===== src/rtl/arduino_bus_arbiter.sv =====
// Round-robin bus arbiter for four Arduino nodes; the FSM advances only on tick pulses.
// Optional macro ARDUINO_ARB_TIMEOUT_EN adds a WAIT-state timeout with an ABORT path.
module arduino_bus_arbiter #(
    parameter int unsigned TIMEOUT_TICKS = 8
) (
    input  logic       clock50,
    input  logic       reset_n,
    input  logic       tick,
    input  logic [3:0] req,
    input  logic [7:0] node_data,
    input  logic [1:0] node_resp,
    output logic [3:0] grant,
    output logic [1:0] bus_addr,
    output logic [1:0] bus_data,
    output logic       busy,
    output logic       done,
    output logic       timeout,
    output logic [3:0] display
);

    typedef enum logic [2:0] {StIdle, StGrant, StWait, StDone, StAbort} state_t;

    if (TIMEOUT_TICKS < 1 || TIMEOUT_TICKS > 255) begin : g_bad_timeout
        $error("TIMEOUT_TICKS must be in 1..255");
    end

    state_t     state_q, state_d;
    logic [3:0] grant_q, grant_d;
    logic [1:0] addr_q, addr_d;
    logic [1:0] data_q, data_d;
    logic       done_q, done_d;
    logic [3:0] display_q, display_d;
    logic [1:0] ptr_q, ptr_d;
    logic [1:0] win;

`ifdef ARDUINO_ARB_TIMEOUT_EN
    localparam logic [7:0] TimeoutLim = 8'(TIMEOUT_TICKS);
    logic [7:0] cnt_q, cnt_d, cnt_inc;
    logic       timeout_q, timeout_d;

    assign cnt_inc = (cnt_q == 8'hff) ? cnt_q : cnt_q + 8'd1;
`endif

    // Highest-priority candidate is ptr+1, so it is assigned last.
    always_comb begin
        win = 2'd0;
        for (int i = 4; i >= 1; i--) begin
            if (req[ptr_q + 2'(i)]) win = ptr_q + 2'(i);
        end
    end

    always_comb begin
        state_d   = state_q;
        grant_d   = grant_q;
        addr_d    = addr_q;
        data_d    = data_q;
        display_d = display_q;
        ptr_d     = ptr_q;
        done_d    = 1'b0;
`ifdef ARDUINO_ARB_TIMEOUT_EN
        cnt_d     = cnt_q;
        timeout_d = 1'b0;
`endif
        if (tick) begin
            unique case (state_q)
                StIdle: begin
                    if (req != 4'b0000) begin
                        state_d = StGrant;
                        grant_d = 4'b0001 << win;
                        addr_d  = win;
                        data_d  = node_data[{win, 1'b0} +: 2];
                    end
                end
                StGrant: begin
                    state_d = StWait;
`ifdef ARDUINO_ARB_TIMEOUT_EN
                    cnt_d   = 8'd0;
`endif
                end
                StWait: begin
                    if (node_resp != 2'b00) begin
                        state_d   = StDone;
                        done_d    = 1'b1;
                        display_d = {addr_q, node_resp};
                        ptr_d     = addr_q;
                    end
`ifdef ARDUINO_ARB_TIMEOUT_EN
                    else if (cnt_inc >= TimeoutLim) begin
                        state_d   = StAbort;
                        timeout_d = 1'b1;
                        ptr_d     = addr_q;
                        cnt_d     = cnt_inc;
                    end else begin
                        cnt_d = cnt_inc;
                    end
`endif
                end
                StDone, StAbort: begin
                    state_d = StIdle;
                    grant_d = 4'b0000;
                    addr_d  = 2'd0;
                    data_d  = 2'd0;
                end
                default: state_d = StIdle;
            endcase
        end
    end

    always_ff @(posedge clock50 or negedge reset_n) begin
        if (!reset_n) begin
            state_q   <= StIdle;
            grant_q   <= 4'b0000;
            addr_q    <= 2'd0;
            data_q    <= 2'd0;
            done_q    <= 1'b0;
            display_q <= 4'b0000;
            ptr_q     <= 2'd3;
        end else begin
            state_q   <= state_d;
            grant_q   <= grant_d;
            addr_q    <= addr_d;
            data_q    <= data_d;
            done_q    <= done_d;
            display_q <= display_d;
            ptr_q     <= ptr_d;
        end
    end

`ifdef ARDUINO_ARB_TIMEOUT_EN
    always_ff @(posedge clock50 or negedge reset_n) begin
        if (!reset_n) begin
            cnt_q     <= 8'd0;
            timeout_q <= 1'b0;
        end else begin
            cnt_q     <= cnt_d;
            timeout_q <= timeout_d;
        end
    end

    assign timeout = timeout_q;
`else
    assign timeout = 1'b0;
`endif

    assign grant    = grant_q;
    assign bus_addr = addr_q;
    assign bus_data = data_q;
    assign busy     = (state_q != StIdle);
    assign done     = done_q;
    assign display  = display_q;

endmodule


===== config.mk =====
export PLATFORM = sky130hd
export DESIGN_NAME = arduino_bus_arbiter
export DESIGN_NICKNAME = d
export VERILOG_FILES = /design/src/rtl/arduino_bus_arbiter.sv
export SDC_FILE = /design/constraint.sdc
export NUM_CORES = 1
export LEC_CHECK = 0
export CORE_UTILIZATION = 25
export CTS_CLUSTER_DIAMETER = 50
export CTS_CLUSTER_SIZE = 20
export DETAILED_ROUTE_END_ITERATION = 6
export PLACE_DENSITY = 0.57
export SYNTH_ARGS = -nofsm -noshare
export SYNTH_HDL_FRONTEND = slang
export SYNTH_SLANG_ARGS = --single-unit

===== constraint.sdc =====
create_clock -name clock50 -period 3.3 [get_ports clock50]
set_input_delay 0.825 -clock clock50 [delete_from_list [all_inputs] [get_ports clock50]]
set_output_delay 0.825 -clock clock50 [all_outputs]
set_load 0.01 [all_outputs]

==> run summary <==
==================================================================================
Run status ..........................................................    completed
Area growth, synth to finish ........................................        41.8%
Length of routed met3 wiring ........................................       102 um
RSZ-0062 raised after global routing ................................           no
Max stage delay on crit path ........................................      0.57 ns
DP Cell Count .......................................................          172
Total power per unit cell area ......................................   838 nW/um2
Static leakage ......................................................     0.561 nW
Wire length of the first global-routing pass ........................      3.61 mm
Final hold violation count ..........................................            0
Count of filler cells inserted in the layout ........................          357
Critical path peak fanout ...........................................            9
Detailed route wirelength on metal2 .................................      1.00 mm
Vias in the first global route ......................................          833
Overall Global Routing Usage ........................................        0.116
Mean instance size in the synthesized netlist .......................     9.35 um2
Total of buffers placed on input and output ports ...................           30
Cell area after technology mapping ..................................      926 um2
CTS tree ............................................................         done
Inserted Diodes .....................................................            0
Number of max-cap violations ........................................            0
Kind of cell adding the most delay to the critical path ............. buffers and inverters
Clk_skew ............................................................   0.00155 ns
Final worst-path cycle share ........................................        0.849
Worst min-delay path class ..........................................      reg2reg
Element type at the critical path start .............................     register
Cells resized by post-CTS repair ....................................            0
Count of synthesis-stage warnings from yosys ........................            0
Post-route setup TNS ................................................         0 ns
CP endpoint kind ....................................................  output port
Fin. max-slew vios ..................................................            0
Per-cell via count in the routed design .............................         4.48
Count of cell types in the netlist ..................................           26
Share of final-layout standard cells stronger than drive strength 1 .       0.0846
DP Area .............................................................     1270 um2
Initial DRC Count ...................................................           23
First-pass DRT Iterations ...........................................            4
Clk sinks ...........................................................           17
Number of buffers and inverters on the critical path ................            3
Worst-margin pin slew ...............................................     0.757 ns
Core footprint ......................................................     3440 um2
Area of the die .....................................................     3950 um2
DP HPWL .............................................................      1.63 mm
Worst skew pair latency .............................................      0.25 ns
Num ports ...........................................................           32
Max Used Layer ......................................................         met4
Final non-filler cell area ..........................................     1310 um2
Routed wire length ..................................................      2.12 mm
Worst slew margin relative to its limit .............................        0.494
Worst endpoint required time ........................................      2.47 ns
FMAX ................................................................      357 MHz
Minimum setup slack after placement .................................     0.675 ns
Number of setup buffers added after CTS .............................            0
Ordered cell list for the critical path ............................. inv_1 -> ha_1 -> clkinv_1 -> clkdlybuf4s50_1
Number of standard cells in the layout, taps in and fillers out .....          176
Die Span X ..........................................................      62.9 um
Antenna violations before repair ....................................            0
Pin count of the biggest net entering global routing ................           18
Share of Yosys cell area claimed by the top area cell type ..........        0.405
Area occupied by multi-input gates ..................................      463 um2
Buffer type at the clock tree root ..................................     clkbuf_8
Final design utilization ............................................        0.381
Hold Slack ..........................................................     0.484 ns
Vias ................................................................          788
Total gr overflow ...................................................            0
Number of buffers on the longest clock path .........................            2
Overall power .......................................................      1.10 mW
Leading cell types by total area after synthesis .................... dfrtp_1 (41%), mux2i_1 (6.5%), nand2_1 (6.5%)
Routability Congestion ..............................................        0.763
Depth of the CTS H-tree .............................................            1
Number of design rule violations left after detail routing ..........            0
Nets ................................................................          151
Type of the worst setup path ........................................      reg2out
Number of synthesized register bits .................................           17
CP arrival ..........................................................      1.98 ns
Initial core utilization ............................................        0.269
Cell at the slowest stage of the critical path ...................... clkdlybuf4s50_1
DRT antenna net count ...............................................            0
Floorplan die height ................................................      62.9 um
WL/cell .............................................................      12.0 um
Smallest setup slack after layout ...................................     0.499 ns
Worst-path clk slew .................................................      0.06 ns
Seq. cell area ......................................................      428 um2
Number of instances in the synthesized netlist ......................           99
Total clock buffers created by CTS ..................................            3
Total nets after synthesis ..........................................          119
Fraction of the yosys area taken by sequential cells ................        0.462
CTS Hold Buffers Added ..............................................            0
Maximum ir drop on the vdd rail .....................................     0.174 mV
Time the final worst path needs with I/O delays and setup ...........      2.80 ns
Number of setup violations in the final report ......................            0
Cell taking the most area after synthesis ...........................      dfrtp_1
Row count ...........................................................           21
Wire length on met1 .................................................       978 um
==================================================================================
sequential cells by signal (all words and copies together) (netlist names):
register and flops:
ptr_q 2, bus_addr 2, state_q 2, grant 4, done 1, display 4
bus_data 2
layer usage:
metal | up-vias | track usage
met4 | 0 | 0.0610
met5 | - | 0
met1 | 361 | 0.136
met2 | 22 | 0.193
li1 | 401 | -
met3 | 4 | 0.0292
worst min-delay path: cells and delay by family, from the launching register on:
family           cells  cell delay (ns)
and+or+nand+nor      2             0.10
DFF                  1             0.35
cells in the mapped netlist:
master	number
nand2_1	16
dfrtp_1	15
nor2_1	9
o21ai_0	9
mux2i_1	6
a21oi_1	5
inv_1	4
mux2_2	4
nor2b_1	4
a31oi_1	3
ha_1	3
nand2b_1	3
o21ai_1	3
a22oi_1	2
dfstp_2	2
a21oi_2	1
buf_2	1
buf_4	1
clkbuf_1	1
clkinv_1	1
conb_1	1
nand3_1	1
nor4_1	1
o211ai_1	1
o221ai_4	1
or3_1	1
path summary, 6_finish.rpt:
check                             end  depth (start not counted)  startpoint  slack, ns
max in group asynchronous    grant[0]                          1     reset_n       1.81
min in group asynchronous        done                          1     reset_n       1.02
setup / recovery                 busy                          4  state_q[1]       0.50
hold reg to reg            display[3]                          2  display[3]       0.48
hold / removal             display[3]                          2  display[3]       0.48
setup reg to reg             grant[1]                          7  state_q[1]       1.41
where the power goes:
part | internal (mW) | leakage (nW) | switching [mW]
clock | 0.0856 | 0.0228 | 0.0684
combinational | 0.294 | 0.332 | 0.257
sequential | 0.317 | 0.207 | 0.0778
kinds of logic (layout without fill, tap and decap cells):
family                     after synthesis  in the layout  share of synthesized area
and+or+nand+nor                         35             35                      0.168
AOI/OAI and AO/OA                       25             25                      0.174
DFF                                     17             17                      0.462
muxes                                   10             10                      0.114
buffers and inverters                    8             39                     0.0378
adders and majority gates                3              3                     0.0405
other                                    1              1                    0.00405
cells in the final DEF, fill, tap and decap left out, types with 4 or more instances in the layout:
cell type,n
a21oi_1,5
clkdlybuf4s50_1,30
dfrtp_1,15
inv_1,4
mux2_2,4
mux2i_1,6
nand2_1,16
nor2_1,9
nor2b_1,4
o21ai_0,9
layout make-up:
type,count,area share
Clock buffer,4,0.0343
Inverter,5,0.0143
Timing Repair Buffer,30,0.229
Tap cell,46,0.0439
Multi-Input combinational cell,74,0.353
Sequential cell,17,0.326
No activity file was read; power rests on OpenSTA's default activity.
